`src/rtl/credit_sender.sv`:
```
// credit_sender
// Upstream side of a credit-based point-to-point link. Flits from a local
// producer (valid/ready) are buffered in a small circular FIFO. The head flit
// is forwarded onto the link, one per cycle, only while a credit is held.
// Each yummy_i pulse from the downstream receiver returns one credit.
//
// Parameters:
//   CREDITS    initial and maximum credit count (downstream buffer slots)
//   FIFO_DEPTH local buffer entries, power of two, >= 2
//   DATA_WIDTH flit width
//
// Ports:
//   clk_i    clock, all state updates on posedge
//   rst_i    synchronous active-high reset
//   valid_i  producer flit valid
//   data_i   producer flit
//   ready_o  FIFO not full (registered occupancy, no pop bypass)
//   valid_o  link flit valid, one cycle per flit
//   data_o   link flit, holds last value when valid_o is low
//   yummy_i  credit return, one credit per high cycle
//   credit_o current credit count
//   state_o  0 IDLE, 1 ACTIVE, 2 BLOCKED
//   err_o    sticky credit-overflow flag
//
// Optional feature macro: METRO_SENDER_CREDIT_CHECK_EN
//   defined   : err_o latches high the cycle after an overflowing yummy_i and
//               a message is printed for each occurrence.
//   undefined : err_o is tied low; overflow is silently saturated.

module credit_sender #(
  parameter int CREDITS    = 1,
  parameter int FIFO_DEPTH = 4,
  parameter int DATA_WIDTH = 64
) (
  input  logic                           clk_i,
  input  logic                           rst_i,
  input  logic                           valid_i,
  input  logic [DATA_WIDTH-1:0]          data_i,
  output logic                           ready_o,
  output logic                           valid_o,
  output logic [DATA_WIDTH-1:0]          data_o,
  input  logic                           yummy_i,
  output logic [$clog2(CREDITS+1)-1:0]   credit_o,
  output logic [1:0]                     state_o,
  output logic                           err_o
);

  localparam int AW = $clog2(FIFO_DEPTH);
  localparam int CW = $clog2(CREDITS+1);
  localparam logic [CW-1:0] CREDITS_C = CW'(CREDITS);
  localparam logic [CW-1:0] ONE_C     = CW'(1);

  typedef enum logic [1:0] {
    ST_IDLE    = 2'd0,
    ST_ACTIVE  = 2'd1,
    ST_BLOCKED = 2'd2
  } state_t;

  // FIFO storage and pointers (index plus one wrap bit)
  logic [DATA_WIDTH-1:0] mem_q [FIFO_DEPTH];
  logic [AW:0]           wr_ptr_q, wr_ptr_d;
  logic [AW:0]           rd_ptr_q, rd_ptr_d;
  logic [AW:0]           fifo_count_d;
  logic                  fifo_empty;
  logic                  fifo_full;

  logic [CW-1:0]         credit_q, credit_d;
  logic                  valid_q;
  logic [DATA_WIDTH-1:0] data_q;
  state_t                state_q, state_d;

  logic                  push;
  logic                  send;
  logic                  overflow;

  assign fifo_empty = (wr_ptr_q == rd_ptr_q);
  assign fifo_full  = (wr_ptr_q[AW-1:0] == rd_ptr_q[AW-1:0]) &&
                      (wr_ptr_q[AW] != rd_ptr_q[AW]);

  // Acceptance looks only at registered occupancy, so a full FIFO refuses a
  // flit even in a cycle where the head is leaving.
  assign push = valid_i && !fifo_full;
  // Send decision uses registered state only: no yummy-to-valid path.
  assign send = !fifo_empty && (credit_q != '0);

  assign wr_ptr_d     = push ? wr_ptr_q + 1'b1 : wr_ptr_q;
  assign rd_ptr_d     = send ? rd_ptr_q + 1'b1 : rd_ptr_q;
  assign fifo_count_d = wr_ptr_d - rd_ptr_d;

  // Credit update: send consumes one, yummy returns one; both cancel.
  // A yummy with the counter already full and no send is an overflow and
  // saturates instead of wrapping.
  always_comb begin
    credit_d = credit_q;
    overflow = 1'b0;
    if (send && !yummy_i) begin
      credit_d = credit_q - ONE_C;
    end else if (!send && yummy_i) begin
      if (credit_q == CREDITS_C) begin
        overflow = 1'b1;
      end else begin
        credit_d = credit_q + ONE_C;
      end
    end
  end

  // Next state from post-update occupancy and credit.
  always_comb begin
    state_d = ST_IDLE;
    if (fifo_count_d != '0) begin
      if (credit_d != '0) begin
        state_d = ST_ACTIVE;
      end else begin
        state_d = ST_BLOCKED;
      end
    end
  end

  always_ff @(posedge clk_i) begin
    if (rst_i) begin
      state_q <= ST_IDLE;
    end else begin
      state_q <= state_d;
    end
  end

  // Storage has no reset so it maps onto plain RAM.
  always_ff @(posedge clk_i) begin
    if (push) begin
      mem_q[wr_ptr_q[AW-1:0]] <= data_i;
    end
  end

  always_ff @(posedge clk_i) begin
    if (rst_i) begin
      wr_ptr_q <= '0;
      rd_ptr_q <= '0;
      credit_q <= CREDITS_C;
      valid_q  <= 1'b0;
      data_q   <= '0;
    end else begin
      wr_ptr_q <= wr_ptr_d;
      rd_ptr_q <= rd_ptr_d;
      credit_q <= credit_d;
      valid_q  <= send;
      if (send) begin
        data_q <= mem_q[rd_ptr_q[AW-1:0]];
      end
    end
  end

`ifdef METRO_SENDER_CREDIT_CHECK_EN
  logic err_q;

  always_ff @(posedge clk_i) begin
    if (rst_i) begin
      err_q <= 1'b0;
    end else if (overflow) begin
      err_q <= 1'b1;
      $display("ERROR: credit overflow");
    end
  end

  assign err_o = err_q;
`else
  assign err_o = 1'b0;
`endif

  assign ready_o  = !fifo_full;
  assign valid_o  = valid_q;
  assign data_o   = data_q;
  assign credit_o = credit_q;
  assign state_o  = state_q;

endmodule

```
`config.mk`:
```
export PLATFORM = sky130hd
export DESIGN_NAME = credit_sender
export DESIGN_NICKNAME = d
export VERILOG_FILES = /design/src/rtl/credit_sender.sv
export SDC_FILE = /design/constraint.sdc
export NUM_CORES = 1
export LEC_CHECK = 0
export CORE_MARGIN = 2
export CORE_UTILIZATION = 30
export CTS_CLUSTER_SIZE = 24
export DETAILED_ROUTE_END_ITERATION = 10
export MAX_ROUTING_LAYER = met4
export SETUP_SLACK_MARGIN = 0.4
export SYNTH_ARGS = -nofsm -noshare
export SYNTH_HDL_FRONTEND = slang
export SYNTH_SLANG_ARGS = --single-unit
```
`constraint.sdc`:
```
create_clock -name clk_i -period 5.35 [get_ports clk_i]
set_input_delay 1.605 -clock clk_i [delete_from_list [all_inputs] [get_ports clk_i]]
set_output_delay 1.605 -clock clk_i [all_outputs]
set_load 0.01 [all_outputs]
```
==> out/results.tsv <==
stage	metric	value	unit
critical_path	worstSetupPathType	reg2out	
layout	layout_commonest_cell	edfxtp_1	
route	ant_nets	0	
placed_design	gp_congestion	0.7177	
clock_tree	insertion_delay	0.50	ns
die	rows	73	
clock_tree	hold_buffers	0	
clock_tree	clkSlewWorstSetupHoldPaths	0.06	ns
layout	fin_area	15010	um^2
sta	skew	0.01903	ns
global_routing	grt_pass1_vias	6517	
critical_path	arrival	2.29	ns
synthesis	syn_area	11980	um^2
sta	min_period	3.894	ns
synthesis	synthesis.nets	745	
global_routing	grt_usage	12.60	%
clock_tree	cts_sinks	330	
route	remaining_drc_errors	0	
layout	drive_above_1_share	14.85	%
clock_tree	cts_root_buffer	clkbuf_16	
critical_path	cpPeakStageDelay	0.69	ns
placed_design	dp_hpwl	14.48	mm
synthesis	ys_types	28	
pwr	vdd_ir_drop_max	0.2717	mV
placed_design	portBuffers	136	
critical_path	cp_data_required_time	3.74	ns
global_routing	grt_max_degree	74	
route	routed-via-count	6098	
die	core-area	39550	um^2
critical_path	critPathMaxFanout	25	
clock_tree	cts_buffers	35	
synthesis	syn_area_per_cell	17.88	um^2
sta	tns	0	ns
clock_tree	cts_max_path_buffers	3	
clock_tree	post-cts-setup-buffers	0	
die	die_h	203.8	um
route	routed_via_density	4.451	
synthesis	ys_ff_latch	330	
pwr	pwr_density_cell	506.6	nW/um^2
clock_tree	htreeDepth	2	
route	drt_first_pass_iters	4	
critical_path	start_kind	flip-flop	
layout	layout_common_cells	256 x edfxtp_1, 135 x clkdlybuf4s50_1, 130 x nand2_1, 72 x dfxtp_1, 65 x a21oi_1	
sta	maxSlewViolCount	0	
layout	nNetsFinal	885	
route	wl	25.21	mm
layout	utilization	37.96	%
die	die_w	203.8	um
die	initial_core_util	30.29	%
route	wl_per_cell	18.40	um
route	drtIter0Drc	331	
min_path	hp-class	reg2reg	
sta	finalCritPeriodShare	72.78	%
critical_path	path_cells	xnor2_2 -> nand3_1 -> clkdlybuf4s50_1	
sta	setup_viol	0	
placed_design	dp_slack	1.383	ns
critical_path	crit_path_end_kind	output port	
sta	fin_ws	1.456	ns
global_routing	grt.overflow.total	0	
sta	rsz0062_at_grt	no	
layout	area_growth	25.34	%
sta	maxSlewHeadroom	29.76	%
sta	finalHoldViolations	0	
sta	whs	0.4518	ns
synthesis	synth_warnings	0	
critical_path	cpMaxStageDelayCell	dfxtp_4	
global_routing	grt_pass1_wl	38.63	mm
sta	worst_pin_slew	1.054	ns
run	maxCapViolations	0	
global_routing	antenna_found_initial	8	
die	die_area	41540	um^2
pwr	leakage	4.805	nW
sta	max_freq	0.2568	GHz
clock_tree	cts_tree	done	
synthesis	synth_cells	670	
status	status	complete, no violations	
die	io-pin-count	138	
clock_tree	cts_resized	0	
placed_design	place_area	13880	um^2
synthesis	synth-seq-area-share	76.55	%
[critical path: cells and delay by family (launching register included)]
kind,cells,cell delay (ns)
buffers and inverters,1,0.56
XOR/XNOR,1,0.25
flip-flops,1,0.69
AND/OR/NAND/NOR,1,0.29
[synth_stat cells]
| master | n | area share (%) |
|---|---|---|
| dfxtp_1 | 74 | 12 |
| a311oi_1 | 1 | 0.073 |
| a31oi_1 | 2 | 0.10 |
| and2_1 | 2 | 0.10 |
| inv_1 | 3 | 0.094 |
| mux2i_1 | 1 | 0.084 |
| ha_1 | 7 | 0.73 |
| mux4_2 | 64 | 12 |
| a31oi_4 | 1 | 0.18 |
| edfxtp_1 | 256 | 64 |
| and3_1 | 3 | 0.16 |
| buf_4 | 3 | 0.19 |
| nor2b_1 | 2 | 0.10 |
| a21oi_1 | 65 | 2.7 |
| nand2b_1 | 1 | 0.052 |
| nor2_1 | 5 | 0.16 |
| xnor2_1 | 6 | 0.44 |
| nand2_1 | 131 | 4.1 |
| xnor2_2 | 2 | 0.27 |
| nand3_1 | 2 | 0.084 |
| buf_1 | 3 | 0.094 |
| xor2_2 | 1 | 0.14 |
| mux2_1 | 1 | 0.094 |
| buf_2 | 18 | 0.75 |
| clkbuf_1 | 13 | 0.41 |
| conb_1 | 1 | 0.031 |
| a41oi_1 | 1 | 0.073 |
| xnor3_1 | 1 | 0.19 |
[final timing paths]
check | depth (start not counted) | to | slack, ns | from
hold reg to reg | 2 | data_o[36]$_SDFFE_PP0N_ | 0.45 | data_o[36]$_SDFFE_PP0N_
hold / removal | 2 | data_o[36]$_SDFFE_PP0N_ | 0.45 | data_o[36]$_SDFFE_PP0N_
setup / recovery | 3 | ready_o | 1.46 | rd_ptr_q[0]$_SDFF_PP0_
setup reg to reg | 9 | state_o[0]$_SDFF_PP0_ | 2.24 | rd_ptr_q[0]$_SDFF_PP0_
[metrics by stage]
stage	power [mW]	cells
global route	8.034	1368
floorplan	4.539	670
finish	7.606	1370
detailed placement	5.423	1298
CTS	7.756	1360
global placement	5.403	1298
[final cells by class]
| type | instances | area (um^2) |
|---|---|---|
| antenna | 10 | 25.02 |
| clock buffer | 56 | 1027 |
| clock inverter | 6 | 77.57 |
| fill | 3639 | 24540 |
| inverter | 3 | 11.26 |
| multi-input combinational | 300 | 2650 |
| sequential | 330 | 9176 |
| tap | 525 | 656.9 |
| timing repair buffer | 140 | 1389 |
[flip-flops by register name, indices dropped and copies added (netlist names)]
name / flops
data_o: 64
valid_o: 1
wr_ptr_q: 3
rd_ptr_q: 3
state_o: 2
mem_q: 256
credit_o: 1
[per-layer routing]
layer / part of all wire [%] / track usage, % / wire [um] / vias to the layer above
met5: 0 / - / 0 / -
met4: 1.5 / 3.259 / 368 / 0
met3: 6.9 / 3.890 / 1740 / 33
met2: 48 / 19.89 / 12000 / 138
met1: 44 / 15.82 / 11100 / 3082
li1: - / - / - / 2845
[power breakdown]
part | internal [mW] | leakage, nW | switching, mW
Clock | 1.41 | 0.536 | 0.905
Combinational | 0.957 | 1.31 | 1.03
Sequential | 3.12 | 2.96 | 0.184
[cells by family (layout without fill, tap and decap cells)]
kind of cell	after synthesis	after routing	share of synthesized area, %
buf+inv	40	205	1.536
compound gates	70	70	3.144
simple gates	146	146	4.763
fa+ha+maj	7	7	0.7312
xor+xnor	10	10	1.034
other cells	1	11	0.03131
flops	330	330	76.55
mux	66	66	12.21
Note: power is estimated with default switching activity, not from simulation.
